==> config.mk <==
export PLATFORM = sky130hd
export DESIGN_NAME = sw_conditioner_flat
export DESIGN_NICKNAME = d
export VERILOG_FILES = /design/src/rtl/sw_conditioner_if.sv /design/src/rtl/sw_conditioner.sv /design/src/flat_wrapper.sv
export SDC_FILE = /design/constraint.sdc
export NUM_CORES = 1
export LEC_CHECK = 0
export ABC_AREA = 1
export ABC_CLOCK_PERIOD_IN_PS = 1800
export BUFFER_PORTS_ARGS = -buffer_cell sky130_fd_sc_hd__buf_2
export CORE_MARGIN = 2
export CORE_UTILIZATION = 50
export CTS_CLUSTER_SIZE = 40
export DETAILED_ROUTE_END_ITERATION = 8
export PLACE_DENSITY_LB_ADDON = 0.2
export SETUP_SLACK_MARGIN = 0.3
export SLEW_MARGIN = 20
export SYNTH_ARGS = -nofsm -noshare
export SYNTH_HDL_FRONTEND = slang
export SYNTH_SLANG_ARGS = --single-unit
export TNS_END_PERCENT = 5
==> constraint.sdc <==
create_clock -name clk -period 1.8 [get_ports clk]
set_input_delay 0.18 -clock clk [delete_from_list [all_inputs] [get_ports clk]]
set_output_delay 0.18 -clock clk [all_outputs]
set_load 0.005 [all_outputs]
==> src/rtl/sw_conditioner_if.sv <==
// Switch-conditioner bus: raw switches in, conditioned levels plus the
// captured operand and its valid/ack handshake out.
interface sw_conditioner_if #(
    parameter int n_sw = 9
);
    logic [n_sw-1:0] sw_raw;
    logic [n_sw-1:0] sw_clean;
    logic [n_sw-2:0] data_out;
    logic            valid;
    logic            ack;

    modport master (
        input  sw_raw,
        input  ack,
        output sw_clean,
        output data_out,
        output valid
    );

    modport slave (
        output sw_raw,
        output ack,
        input  sw_clean,
        input  data_out,
        input  valid
    );
endinterface

==> src/rtl/sw_conditioner.sv <==
// Switch front end for picoMIPS: per-bit synchroniser and debounce filter,
// plus a strobe-driven operand capture with a valid/ack handshake.
module sw_conditioner #(
    parameter  int n_sw      = 9,
    parameter  int db_cycles = 16,
    localparam int cnt_w     = $clog2(db_cycles + 1)
) (
    input  logic              clk,
    input  logic              n_reset,
    sw_conditioner_if.master  bus
);
    localparam logic [0:0] IDLE = 1'b0;
    localparam logic [0:0] FULL = 1'b1;
    localparam logic [cnt_w-1:0] cnt_last = cnt_w'(db_cycles - 1);

    logic [n_sw-1:0]  s1_r;
    logic [n_sw-1:0]  s2_r;
    logic [cnt_w-1:0] cnt_r [n_sw];
    logic [n_sw-1:0]  sw_clean_r;
    logic             strobe_q_r;
    logic [n_sw-2:0]  data_r;
    logic [0:0]       state_r;

    logic             rise_s;
    logic [0:0]       state_nxt_s;
    logic [n_sw-2:0]  data_nxt_s;

    // Two-flop synchroniser and per-bit stable-count debounce filter.
    always_ff @(posedge clk) begin
        if (!n_reset) begin
            s1_r       <= {n_sw{1'b0}};
            s2_r       <= {n_sw{1'b0}};
            sw_clean_r <= {n_sw{1'b0}};
            for (int i = 0; i < n_sw; i++) begin
                cnt_r[i] <= {cnt_w{1'b0}};
            end
        end else begin
            s1_r <= bus.sw_raw;
            s2_r <= s1_r;
            for (int i = 0; i < n_sw; i++) begin
                if (s2_r[i] == sw_clean_r[i]) begin
                    cnt_r[i] <= {cnt_w{1'b0}};
                end else if (cnt_r[i] == cnt_last) begin
                    sw_clean_r[i] <= s2_r[i];
                    cnt_r[i]      <= {cnt_w{1'b0}};
                end else begin
                    cnt_r[i] <= cnt_r[i] + cnt_w'(1);
                end
            end
        end
    end

    // Edge uses the current clean strobe, so data settling alongside it is captured.
    assign rise_s = sw_clean_r[n_sw-1] & ~strobe_q_r;

    // Handshake next-state: a new rise always wins over ack (newest data kept).
    always_comb begin
        state_nxt_s = state_r;
        data_nxt_s  = data_r;
        case (state_r)
            IDLE: begin
                if (rise_s) begin
                    data_nxt_s  = sw_clean_r[n_sw-2:0];
                    state_nxt_s = FULL;
                end else begin
                    state_nxt_s = IDLE;
                end
            end
            FULL: begin
                if (rise_s) begin
                    data_nxt_s  = sw_clean_r[n_sw-2:0];
                    state_nxt_s = FULL;
                end else if (bus.ack) begin
                    state_nxt_s = IDLE;
                end else begin
                    state_nxt_s = FULL;
                end
            end
            default: begin
                state_nxt_s = IDLE;
            end
        endcase
    end

    // Strobe history and handshake registers.
    always_ff @(posedge clk) begin
        if (!n_reset) begin
            strobe_q_r <= 1'b0;
            data_r     <= {(n_sw-1){1'b0}};
            state_r    <= IDLE;
        end else begin
            strobe_q_r <= sw_clean_r[n_sw-1];
            data_r     <= data_nxt_s;
            state_r    <= state_nxt_s;
        end
    end

    assign bus.sw_clean = sw_clean_r;
    assign bus.data_out = data_r;
    assign bus.valid    = (state_r == FULL);
endmodule

==> src/flat_wrapper.sv <==
// flat-port wrapper written by rule: the top's interface ports become plain ports
module sw_conditioner_flat 
#(
    parameter  int n_sw      = 9,
    parameter  int db_cycles = 16,
    localparam int cnt_w     = $clog2(db_cycles + 1)
)
  (clk, n_reset, bus_sw_raw, bus_ack, bus_sw_clean, bus_data_out, bus_valid);
  sw_conditioner_if #(.n_sw(n_sw)) bus_i ();
  input  logic clk;
  input  logic n_reset;
  input wire logic [$bits(bus_i.sw_raw)-1:0] bus_sw_raw;
  input wire logic [$bits(bus_i.ack)-1:0] bus_ack;
  output wire logic [$bits(bus_i.sw_clean)-1:0] bus_sw_clean;
  output wire logic [$bits(bus_i.data_out)-1:0] bus_data_out;
  output wire logic [$bits(bus_i.valid)-1:0] bus_valid;
  assign bus_i.sw_raw = bus_sw_raw;
  assign bus_i.ack = bus_ack;
  assign bus_sw_clean = bus_i.sw_clean;
  assign bus_data_out = bus_i.data_out;
  assign bus_valid = bus_i.valid;
  sw_conditioner #(.n_sw(n_sw), .db_cycles(db_cycles)) u_core (.clk(clk), .n_reset(n_reset), .bus(bus_i));
endmodule
==> reports/metrics.csv <==
stage;metric;value;unit
outcome;outcome;finished clean;
clocking;clk buf depth;2;
power_and_ir_drop;PwrDens;832;nW/µm²
min_path;HP Start;bus_sw_raw[6];
cells_and_area;layout cells sized above 1;23.3;%
global_route;grt ovf;0;
cells_and_area;final-stage net count;502;
global_route;gr usage total;16.7;%
critical_path;startpoint types;register;
floorplanning;Starting Density;52.3;%
critical_path;R2R depth;7;
floorplanning;Core Box Area;6910;µm²
floorplanning;Die H;89.0;µm
synth;yosys warns;0;
place;Final Wtd Congestion;0.764;
cells_and_area;Layout area overhead;23.3;%
critical_path;Crit. End Element;register;
floorplanning;die width;89.0;µm
clocking;Reg clk slew, reported paths;0.08;ns
cells_and_area;Layout fillers;601;
critical_path;R2R Path Start;u_core.cnt_r[6][1];
place;dpl cells;538;
synth;Yosys top cell by area;edfxtp_1;
route;drt pass-1 iters;4;
clocking;CTS tree;built;
cells_and_area;final cell count without fillers;573;
timing;final setup vio count;0;
synth;Avg Cell Area, Syn;9.71;µm²
synth;Seq/Total Area, Yosys;57.9;%
timing;fin crit period;1.47;ns
route;DRT iter0 DRCs;113;
timing;Fin. Hold Viols;0;
place;post-DP HPWL;4200;µm
synth;Yosys cell types;24;
timing;setup TNS;0;ns
timing;fin. max-slew vios;0;
power_and_ir_drop;Peak VDD IR;0.417;mV
clocking;clk_lat worst skew;0.34;ns
synth;Area contributors post-synth;edfxtp_1, dfxtp_1, nor2_1;
place;I/O Buffers;29;
clocking;CTS root buffer;clkbuf_8;
critical_path;Crit Path Max Fanout;5;
cells_and_area;FF/Latch Area;2090;µm²
global_route;number of global-route vias before repair;2406;
min_path;Hold Crit Depth;3;
min_path;Tightest Hold Check Type;input port to register;
route;drt total wl;6210;µm
synth;Synth Instances;372;
route;residual DRC count;0;
route;Final ANT Viol Nets;0;
clocking;clk sinks;82;
clocking;Hold Buf Count CTS;0;
run;Max-Cap Viols;0;
floorplanning;IO Pins;30;
critical_path;kind of critical path;register to register;
critical_path;Worst EP required;2.00;ns
synth;Synth top area share;37.4;%
cells_and_area;area of the multi-input gates;1500;µm²
timing;Clock Skew;0.00531;ns
timing;RSZ-0062 raised after global routing;yes;
synth;register bit count reported by yosys;82;
timing;worst hold slack;0.0137;ns
synth;Cell Area, Synth;3610;µm²
route;vias per inst;4.50;
floorplanning;number of cell rows;30;
global_route;global-route wire length before repair;10100;µm
route;via count;2579;
clocking;TritonCTS Buffers;9;
timing;maximum clock frequency;0.683;GHz
critical_path;worst endpoint data arrival time;1.67;ns
route;WL/cell;10.8;µm
critical_path;crit path from;u_core.cnt_r[6][1];
global_route;largest net degree at the start of global routing;25;
power_and_ir_drop;total power;3.71;mW
global_route;initial antenna violation count;0;
cells_and_area;number of diodes;0;
power_and_ir_drop;LEAKAGE;2.05;nW
timing;final period utilization;81.4;%
clocking;H-tree levels;3;
floorplanning;die area;7920;µm²
-- through the flow --
stage                     setup slack, ns  area [µm²]  util (%)
final                               0.335        4460      64.5
after detailed placement            0.242        4020      58.2
after global routing                0.228        4460      64.5
after global placement              0.291        4020      58.2
after floorplan                     0.382        3780         -
after CTS                           0.269        4320      62.6
-- placed cells by master, fill, tap and decap left out, drive strengths merged, types with 2 or more instances in the layout --
cell type and instances:
a21oi 18, buf 49, clkbuf 12, clkinv 2, conb 45, dfxtp 37, edfxtp 45, ha 18
inv 63, nand2 57, nand3 13, nand4 9, nor2 81, o21ai 17, xnor2 9
-- area by class of cell --
type                       instances  share of cell area [%]
inverter                          62                    5.34
sequential                        82                    47.0
multi-input combinational        268                    33.6
timing repair buffer              49                    6.63
clock inverter                     4                    1.04
clock buffer                      12                    3.73
tap                               96                    2.70
-- cells in the mapped netlist (all sizes together) --
cell type / number
o21ai: 17
edfxtp: 45
or2: 1
inv: 62
buf: 4
a21oi: 18
nand2: 57
xnor2: 9
dfxtp: 37
conb: 1
nand4: 9
ha: 18
nand3: 13
nor2: 81
-- power by group --
part	switching (mW)	internal, mW
Combinational	0.133	0.0944
Sequential	0.0419	2.04
Clock	0.640	0.760
Total	0.815	2.89
-- registers in the layout (all words and copies together) (netlist names) --
name,count
u_core.cnt_r,45
u_core.s2_r,9
u_core.bus.valid,1
u_core.s1_r,9
u_core.strobe_q_r,1
u_core.bus.data_out,8
u_core.bus.sw_clean,9
-- path summary, 6_finish.rpt --
kind                                            to  slack, ns
worst max-delay path            u_core.cnt_r[6][3]       0.33
worst min-delay path                u_core.s1_r[6]       0.01
worst max register to register  u_core.cnt_r[6][3]       0.33
worst min register to register      u_core.s2_r[8]       0.41
-- logic make-up (layout without fill, tap and decap cells) --
group	count (synthesis)	in the layout	share of synthesized area, %
adders and majority gates	18	18	6.23
other	1	45	0.104
buffers and inverters	66	127	7.44
and+or+nand+nor	161	161	21.0
AOI/OAI and AO/OA	35	35	5.16
DFF	82	82	57.9
xor gates and xnor gates	9	9	2.18
-- timing repair --
| action | 4_1_cts | 5_1_grt |
|---|---|---|
| setup endpoints to repair | 43 | 45 |
| gates resized for setup | 4 | 20 |
| hold endpoints to repair | 0 | 0 |
| pin swaps | 0 | 4 |
| setup buffers | 10 | 9 |
-- layer usage --
layer	track usage, %	wire length, µm	vias to the layer above
li1	-	-	1344
met1	19.8	2770	1189
met2	29.0	3160	34
met3	3.14	151	12
met4	8.14	128	0
met5	0	0	-
-- worst max-delay path, cell delays in order (launching register included) --
cell and delay [ns]:
edfxtp_1 0.42, ha_2 0.22, nand2_1 0.06, nor2_1 0.05, ha_1 0.23, a21oi_2 0.13, nand2_2 0.11, nor2_1 0.11
(Power assumes the default switching activity.)
